File: config.mk
export PLATFORM = sky130hd
export DESIGN_NAME = eth_stats_axi_reader
export DESIGN_NICKNAME = d
export VERILOG_FILES = /design/src/rtl/eth_stats_axi_reader.sv
export SDC_FILE = /design/constraint.sdc
export NUM_CORES = 1
export LEC_CHECK = 0
export BUFFER_PORTS_ARGS = -buffer_cell sky130_fd_sc_hd__buf_2
export CORE_UTILIZATION = 51
export CTS_CLUSTER_DIAMETER = 150
export DETAILED_ROUTE_END_ITERATION = 7
export PLACE_DENSITY = 0.86
export RECOVER_POWER = 100
export SLEW_MARGIN = 20
export SYNTH_ARGS = -nofsm -noshare
export SYNTH_HDL_FRONTEND = slang
export SYNTH_SLANG_ARGS = --single-unit
File: constraint.sdc
create_clock -name clk -period 2.2 [get_ports clk]
set_clock_uncertainty 0.05 [all_clocks]
set_input_delay 0.44 -clock clk [delete_from_list [all_inputs] [get_ports clk]]
set_output_delay 0.44 -clock clk [all_outputs]
set_load 0.02 [all_outputs]
File: src/rtl/eth_stats_axi_reader.sv
// AXI4-Lite master that optionally pops the stats collector FIFO, reads the 14
// stats words one at a time and presents them as a single 448-bit snapshot.
module eth_stats_axi_reader #(
  parameter logic [11:0] base_addr = 12'h000,
  parameter int unsigned timeout   = 1024
) (
  input  logic         clk,
  input  logic         rst_n,
  input  logic         start,
  input  logic         pop_fifo,
  output logic         busy,
  output logic         error,
  output logic [1:0]   err_code,
  output logic         snap_valid,
  input  logic         snap_ready,
  output logic [447:0] snap_data,
  output logic [11:0]  m_axi_awaddr,
  output logic [2:0]   m_axi_awprot,
  output logic         m_axi_awvalid,
  input  logic         m_axi_awready,
  output logic [31:0]  m_axi_wdata,
  output logic [3:0]   m_axi_wstrb,
  output logic         m_axi_wvalid,
  input  logic         m_axi_wready,
  input  logic [1:0]   m_axi_bresp,
  input  logic         m_axi_bvalid,
  output logic         m_axi_bready,
  output logic [11:0]  m_axi_araddr,
  output logic [2:0]   m_axi_arprot,
  output logic         m_axi_arvalid,
  input  logic         m_axi_arready,
  input  logic [31:0]  m_axi_rdata,
  input  logic [1:0]   m_axi_rresp,
  input  logic         m_axi_rvalid,
  output logic         m_axi_rready
);

  localparam int unsigned ADDR_W  = 12;
  localparam int unsigned WORD_W  = 32;
  localparam int unsigned N_WORDS = 14;
  localparam int unsigned N_FLDS  = 7;
  localparam int unsigned IDX_W   = 4;
  localparam int unsigned WD_W    = (timeout > 1) ? $clog2(timeout) : 1;

  localparam logic [ADDR_W-1:0] POP_ADDR   = base_addr + 12'h040;
  localparam logic [ADDR_W-1:0] STATS_ADDR = base_addr + 12'h010;
  localparam logic [1:0] RESP_OKAY   = 2'd0;
  localparam logic [1:0] ERR_NONE    = 2'd0;
  localparam logic [1:0] ERR_BRESP   = 2'd1;
  localparam logic [1:0] ERR_RRESP   = 2'd2;
  localparam logic [1:0] ERR_TIMEOUT = 2'd3;

  typedef enum logic [2:0] {
    S_IDLE, S_POP_AW, S_POP_B, S_RD_AR, S_RD_R, S_OUT
  } state_e;

  state_e                          state_q, state_d;
  logic [IDX_W-1:0]                idx_q, idx_d;
  logic [WD_W-1:0]                 wd_q, wd_d;
  logic                            armed_q, armed_d;
  logic                            busy_q, busy_d;
  logic                            error_q, error_d;
  logic [1:0]                      err_code_q, err_code_d;
  logic                            snap_valid_q, snap_valid_d;
  logic [447:0]                    snap_data_q, snap_data_d;
  logic [N_WORDS-1:0][WORD_W-1:0]  shadow_q, shadow_d;
  logic                            awvalid_q, awvalid_d;
  logic                            wvalid_q, wvalid_d;
  logic                            bready_q, bready_d;
  logic                            arvalid_q, arvalid_d;
  logic                            rready_q, rready_d;
  logic [ADDR_W-1:0]               araddr_q, araddr_d;

  logic                            wd_expired;
  logic                            abort;
  logic [1:0]                      abort_code;
  logic                            load_snap;
  logic [N_FLDS-1:0][63:0]         snap_pack;

  // Next-state, datapath and registered-output decode
  always_comb begin
    state_d      = state_q;
    idx_d        = idx_q;
    armed_d      = 1'b1;
    busy_d       = busy_q;
    error_d      = 1'b0;
    err_code_d   = err_code_q;
    snap_valid_d = snap_valid_q;
    snap_data_d  = snap_data_q;
    shadow_d     = shadow_q;
    awvalid_d    = awvalid_q;
    wvalid_d     = wvalid_q;
    bready_d     = bready_q;
    arvalid_d    = arvalid_q;
    rready_d     = rready_q;
    abort        = 1'b0;
    abort_code   = ERR_NONE;
    load_snap    = 1'b0;
    snap_pack    = '0;
    wd_expired   = (timeout != 0) && (wd_q == WD_W'(timeout - 1));

    unique case (state_q)
      S_IDLE: begin
        if (start && armed_q) begin
          busy_d     = 1'b1;
          err_code_d = ERR_NONE;
          idx_d      = '0;
          if (pop_fifo) begin
            state_d   = S_POP_AW;
            awvalid_d = 1'b1;
            wvalid_d  = 1'b1;
          end else begin
            state_d   = S_RD_AR;
            arvalid_d = 1'b1;
          end
        end
      end
      S_POP_AW: begin
        if (awvalid_q && m_axi_awready) awvalid_d = 1'b0;
        if (wvalid_q && m_axi_wready)   wvalid_d  = 1'b0;
        if (!awvalid_d && !wvalid_d) begin
          state_d  = S_POP_B;
          bready_d = 1'b1;
        end else if (wd_expired) begin
          abort      = 1'b1;
          abort_code = ERR_TIMEOUT;
        end
      end
      S_POP_B: begin
        if (m_axi_bvalid) begin
          bready_d = 1'b0;
          if (m_axi_bresp == RESP_OKAY) begin
            state_d   = S_RD_AR;
            arvalid_d = 1'b1;
          end else begin
            abort      = 1'b1;
            abort_code = ERR_BRESP;
          end
        end else if (wd_expired) begin
          abort      = 1'b1;
          abort_code = ERR_TIMEOUT;
        end
      end
      S_RD_AR: begin
        if (m_axi_arready) begin
          state_d   = S_RD_R;
          arvalid_d = 1'b0;
          rready_d  = 1'b1;
        end else if (wd_expired) begin
          abort      = 1'b1;
          abort_code = ERR_TIMEOUT;
        end
      end
      S_RD_R: begin
        if (m_axi_rvalid) begin
          rready_d = 1'b0;
          if (m_axi_rresp == RESP_OKAY) begin
            shadow_d[idx_q] = m_axi_rdata;
            if (idx_q == IDX_W'(N_WORDS - 1)) begin
              state_d      = S_OUT;
              snap_valid_d = 1'b1;
              load_snap    = 1'b1;
            end else begin
              idx_d     = idx_q + IDX_W'(1);
              state_d   = S_RD_AR;
              arvalid_d = 1'b1;
            end
          end else begin
            abort      = 1'b1;
            abort_code = ERR_RRESP;
          end
        end else if (wd_expired) begin
          abort      = 1'b1;
          abort_code = ERR_TIMEOUT;
        end
      end
      S_OUT: begin
        if (snap_ready) begin
          snap_valid_d = 1'b0;
          busy_d       = 1'b0;
          state_d      = S_IDLE;
        end
      end
      default: state_d = S_IDLE;
    endcase

    // Word 2k is the low half of field k; field 0 (time) sits at the MSB end
    for (int k = 0; k < N_FLDS; k++) begin
      snap_pack[N_FLDS-1-k] = {shadow_d[2*k+1], shadow_d[2*k]};
    end
    if (load_snap) snap_data_d = snap_pack;

    if (abort) begin
      state_d    = S_IDLE;
      busy_d     = 1'b0;
      error_d    = 1'b1;
      err_code_d = abort_code;
      awvalid_d  = 1'b0;
      wvalid_d   = 1'b0;
      bready_d   = 1'b0;
      arvalid_d  = 1'b0;
      rready_d   = 1'b0;
    end

    araddr_d = STATS_ADDR + ADDR_W'({idx_d, 2'b00});
    wd_d     = (state_d != state_q) ? '0 : wd_q + WD_W'(1);
  end

  // armed_q blocks a start that coincides with the first edge after reset
  always_ff @(posedge clk or negedge rst_n) begin
    if (!rst_n) begin
      state_q      <= S_IDLE;
      idx_q        <= '0;
      wd_q         <= '0;
      armed_q      <= 1'b0;
      busy_q       <= 1'b0;
      error_q      <= 1'b0;
      err_code_q   <= ERR_NONE;
      snap_valid_q <= 1'b0;
      snap_data_q  <= '0;
      shadow_q     <= '0;
      awvalid_q    <= 1'b0;
      wvalid_q     <= 1'b0;
      bready_q     <= 1'b0;
      arvalid_q    <= 1'b0;
      rready_q     <= 1'b0;
      araddr_q     <= STATS_ADDR;
    end else begin
      state_q      <= state_d;
      idx_q        <= idx_d;
      wd_q         <= wd_d;
      armed_q      <= armed_d;
      busy_q       <= busy_d;
      error_q      <= error_d;
      err_code_q   <= err_code_d;
      snap_valid_q <= snap_valid_d;
      snap_data_q  <= snap_data_d;
      shadow_q     <= shadow_d;
      awvalid_q    <= awvalid_d;
      wvalid_q     <= wvalid_d;
      bready_q     <= bready_d;
      arvalid_q    <= arvalid_d;
      rready_q     <= rready_d;
      araddr_q     <= araddr_d;
    end
  end

  assign busy          = busy_q;
  assign error         = error_q;
  assign err_code      = err_code_q;
  assign snap_valid    = snap_valid_q;
  assign snap_data     = snap_data_q;
  assign m_axi_awaddr  = POP_ADDR;
  assign m_axi_awprot  = 3'd0;
  assign m_axi_awvalid = awvalid_q;
  assign m_axi_wdata   = 32'd0;
  assign m_axi_wstrb   = 4'hF;
  assign m_axi_wvalid  = wvalid_q;
  assign m_axi_bready  = bready_q;
  assign m_axi_araddr  = araddr_q;
  assign m_axi_arprot  = 3'd0;
  assign m_axi_arvalid = arvalid_q;
  assign m_axi_rready  = rready_q;

endmodule
# == After elaboration in Yosys (flattened, before gate mapping) ==
# Index checks and enable logic that the tools add are counted.
# op_classes
n_addsub,3
n_mux,84
eq_ne,23
n_lt_le_gt_ge,2
n_reduce_logical,25
# ops
operator,n
$mux 448,3
$bwmux 448,1
$demux 32 s4,1
$mux 1,42
$ne 3x3->1 const B,11
$mux 32,1
$mux 3,10
$mux 2,10
$pmux 3 s6,1
$mux 4,4
$pmux 1 s2,6
$reduce_and 3->1,4
$reduce_bool 3->1,4
$add 10x1->10 const B,1
$eq 10x10->1 const B,1
$mux 10,1
$reduce_and 9->1,1
$ne 2x2->1 const B,4
$pmux 1 s4,2
$pmux 2 s4,1
$pmux 4 s2,1
$add 5x6->7 const A,1
$eq 3x2->1 const B,2
$eq 3x3->1 const B,2
14 further kinds,22
# word_totals
out_inout_bits,524
in_bits,46
regBits,931
elab_cells,166

# == Longest topological paths before layout ==
# logic_depth
depth_word,10
ltp_mapped,9
ltp_nobuf,8

# == Worst setup path before layout ==
# Ideal clock, no wire load.
# synth_path
kind,register to register
startpoint,register state_q[1]
endpoint,register wd_q[2]
synth_period_minus_slack_ns,2.360
arrival_time_ns,2.162
required_ns,2.001
stages_incl_launch_ff,9
path_buffers,2
setup_time_ns,0.149
path_slack_ns,-0.160
cell_sequence,dfrtp_1 -> clkbuf_1 -> or3b_2 -> o21ai_0 -> and3b_1 -> or2_0 -> buf_2 -> a211oi_4 -> nor3_1
# synth_via
elab_chain_cells,6
word_cells_on_any_way,19
classes_between,eq/ne: 6; mux: 12; reduce/logical: 1
# synth_lines
item,line_no,rtl
from (decl),57,"state_e state_q, state_d;"
from (signal assigned),229,state_q <= state_d;
$mux 3 (on tied branches),"157, 132",
$mux 3 (on tied branches),"155, 130",
$pmux 3 s6,102,unique case (state_q)
$mux 3,193,if (abort) begin
$ne 3x3->1 (*),206,wd_d = (state_d != state_q) ? '0 : wd_q + WD_W'(1);
$mux 10 (*),206,
net wd_d[2],59,"logic [WD_W-1:0] wd_q, wd_d;"
to (signal assigned),231,wd_q <= wd_d;
to (decl),59,
# The timed path passes the listed nets; every way through them passes the cells marked *.
# A chain may end at the register's enable or synchronous reset.

# == Worst setup path after layout ==
# layout_path
startpoint,register state_q[2]
endpoint,register wd_q[7]
# The elaborated chain is that of the path after synthesis.

==> flow_summary.toml <==
[worst_hold_path]
hold_path_depth = 3
hold_end = "m_axi_wvalid"
hp-class = "in2reg"
worstHoldStart = "pop_fifo"

[floorplanning]
die_x_um = 261
ios = 570
dieArea_mm2 = 0.0683
coreArea_mm2 = 0.0662
die_h_um = 261
rows = 94
initial_core_util = 0.518

[sta]
rsz0062_at_grt = "yes"
setup_ws_ps = -342
slew_violations = 0
max_slew_margin = 0.0894
max_freq_mhz = 393
hold_violations = 0
post-route-period-util = 1.16
period_needed_ps = 2540
setup_tns_ps = -82740
max_slew.worst_pin.slew_ps = 1370
setup-violations-final = 460

[run_status]
violations = "negative setup slack"
outcome = "finished, violations left"

[finish]
fill_cells = 4282
syn_to_final_growth_pct = 26.9
final_cell_area_mm2 = 0.0436
n_antenna_cell = 0
drive_gt1_frac = 0.534
nNetsFinal = 3029

[drt]
route.antenna.remaining_nets = 0
routed_wl_um = 101000
drt_first_pass_iters = 5
avgRoutedWirePerCell_um = 25.9
drt_iter0_markers = 1633
drc = 0
via_per_inst = 5.68
num_vias = 22239

[placed_design]
gp_congestion = 0.879
pre_cts_slack_ps = -358
hpwl_um = 60900
place_area_mm2 = 0.0389
portBuffers = 508

[clock_tree]
cts_tree = "yes"
cts_made_buffers = 89
cts_sinks = 895
cts_buffer_depth = 3
clk_latency_ps = 650
cts-root-buf = "clkbuf_16"
clk_pin_slew_ps = 70
cts_max_level = 3

[grt]
grt_pass1_vias = 23590
grt_pass1_wl_um = 146000
grt.total_usage = 0.288
grt-ovfl-total = 0
grt_start_max_net_pins = 98
antenna_found_initial = 0

[critical_path]
worst_path_max_delay_cell = "or4bb_1"
crit_path_start_kind = "register"
rrSetupSlack_ps = -340
path_cells = "buf_4 -> or4bb_1 -> o21ai_1 -> and3b_1 -> o211a_1 -> a211oi_4 -> buf_6 -> clkbuf_16 -> nor3_1"
rr_startpoint = "state_q[2]"
end_kind = "register"
cpPeakStageDelay_ps = 530
ff2ff_path_depth = 9
crit_type = "reg2reg"
cp.arrival_ps = 3010
r2r-end = "wd_q[7]"
critPathRequiredTime_ps = 2670
crit_fanout = 5

[synthesis]
syn_area_mm2 = 0.0343
ys_warn_count = 0
ys_async_sr_fraction = 1.00
synth_edf_count = 0
synth.distinct_cells = 58
yosysSeqAreaShare = 0.653
synthCells = 2333
postSynthAreaPerCell_um2 = 14.7
synth_seq_cells = 895
ys.flop_type = "dfrtp_1"

[job]
max-cap-violations = 0

[pwr]
leakage_nw = 24.3
ir_drop_mv = 0.661
p_per_area_mw_per_mm2 = 839
-- worst max-delay path: cells and delay by family, from the launching register on --
family          cells  cell delay, ps
simple gates        3             820
buf+inv             3             450
compound gates      3             670
flops               1             440
-- logic make-up after synthesis --
group | synth area share
flip-flops | 0.653
adder cells (fa/ha/maj) | 0.00219
multiplexers | 0.252
buffers and inverters | 0.0322
AND/OR/NAND/NOR | 0.0498
AO/OA/AOI/OAI | 0.00875
other | 0.000219
XOR/XNOR | 0.00230
-- sequential cells by signal, summed over array words and instances (netlist names), 2 cells and up, named ones only --
name and flops:
idx_q 2, wd_q 10, err_code 2, snap_data 448, shadow_q 416, m_axi_araddr 3, state_q 3
-- worst max path at each step --
stage,depth (start not counted),slack [ps],end,startpoint
2_1_floorplan,8,-70,wd_q[1],state_q[2]
3_3_place_gp,10,-360,snap_data[230],m_axi_rresp[1]
3_5_place_dp,10,-360,snap_data[230],m_axi_rresp[1]
4_1_cts,9,-270,snap_data[228],state_q[0]
5_1_grt,9,-370,snap_data[134],state_q[1]
6_report,9,-340,wd_q[7],state_q[2]
-- layout by cell type (no fill, tap or decap), types with 12 or more instances in the layout --
cell type and instances:
dfrtp_1 891, mux2_2 601, buf_2 504, nand2_1 303, mux2_4 149, clkbuf_16 97, buf_4 97, conb_1 62
buf_12 38, clkbuf_8 21, buf_16 19, mux2_1 18, clkbuf_1 17, clkinv_2 14, nor3_1 13, bufinv_16 12
buf_6 12
-- where the power goes --
group	internal [mW]	leakage, nW	total, mW	switching, mW
combinational	1.24	10.3	3.05	1.81
sequential	16.9	12.5	17.1	0.203
clock	9.72	1.57	16.4	6.67
total	27.9	24.3	36.6	8.69
-- final cells by class --
class	instances	area, um^2	area share
clock buffer	124	2580	0.0592
clock inverter	42	634	0.0146
multi-input combinational	1286	11800	0.272
sequential	895	22400	0.514
tap	864	1080	0.0248
inverter	9	33.8	0.000776
timing repair buffer	696	4990	0.115
-- metal layers --
layer | track usage | wire length, um | vias up
li1 | - | - | 9140
met1 | 0.361 | 39400 | 11707
met2 | 0.477 | 50400 | 1095
met3 | 0.0545 | 6720 | 297
met4 | 0.151 | 4890 | 0
met5 | 0 | 0 | -
-- through the flow --
stage | util | hold WS [ps] | instances | total power, mW
global placement | 0.587 | 337 | 3693 | 19.9
detailed placement | 0.587 | 347 | 3693 | 20.1
floorplan | - | 94.4 | 2393 | 18.8
finish | 0.658 | 102 | 3916 | 36.6
global route | 0.658 | 109 | 3916 | 37.7
CTS | 0.649 | 60.3 | 3890 | 36.5
-- cells in the mapped netlist (2+ instances only) --
library cell  number  area (um^2)
dfrtp_1          894        22400
mux2_2           651         7330
nand2_1          313         1170
mux2_1           117         1320
buf_4             63          473
clkbuf_1          62          233
buf_2             59          295
buf_1             19         71.3
nor3_1            15         75.1
nor2_1            12         45.0
a21oi_1           11         55.1
nand3_1           10         50.1
o21ai_0           10         50.1
inv_1              9         33.8
ha_1               6         75.1
xor2_1             6         52.6
nor2b_1            5         31.3
nor3b_1            5         37.5
nand2_2            4         25.0
nand4_1            4         25.0
a31oi_1            3         18.8
nand2b_1           3         18.8
nor4_1             3         18.8
o31a_1             3         26.3
xnor2_1            3         26.3
a22oi_1            2         15.0
and2_1             2         12.5
and3_1             2         12.5
and3b_1            2         17.5
and4_1             2         17.5
conb_1             2         7.51
nand3b_1           2         15.0
nor3b_2            2         25.0
o22ai_1            2         12.5
or3b_2             2         17.5
-- timing repair --
item                                   in CTS  in global routing
buffers inserted                           11                 18
endpoints found under the hold margin      33                  0
cloned                                     18                  9
gates resized for setup                    86                 88
pin swaps                                   6                  6
hold buffers                                2                  0
setup endpoints to repair                 531                654
(Power assumes the default switching activity.)
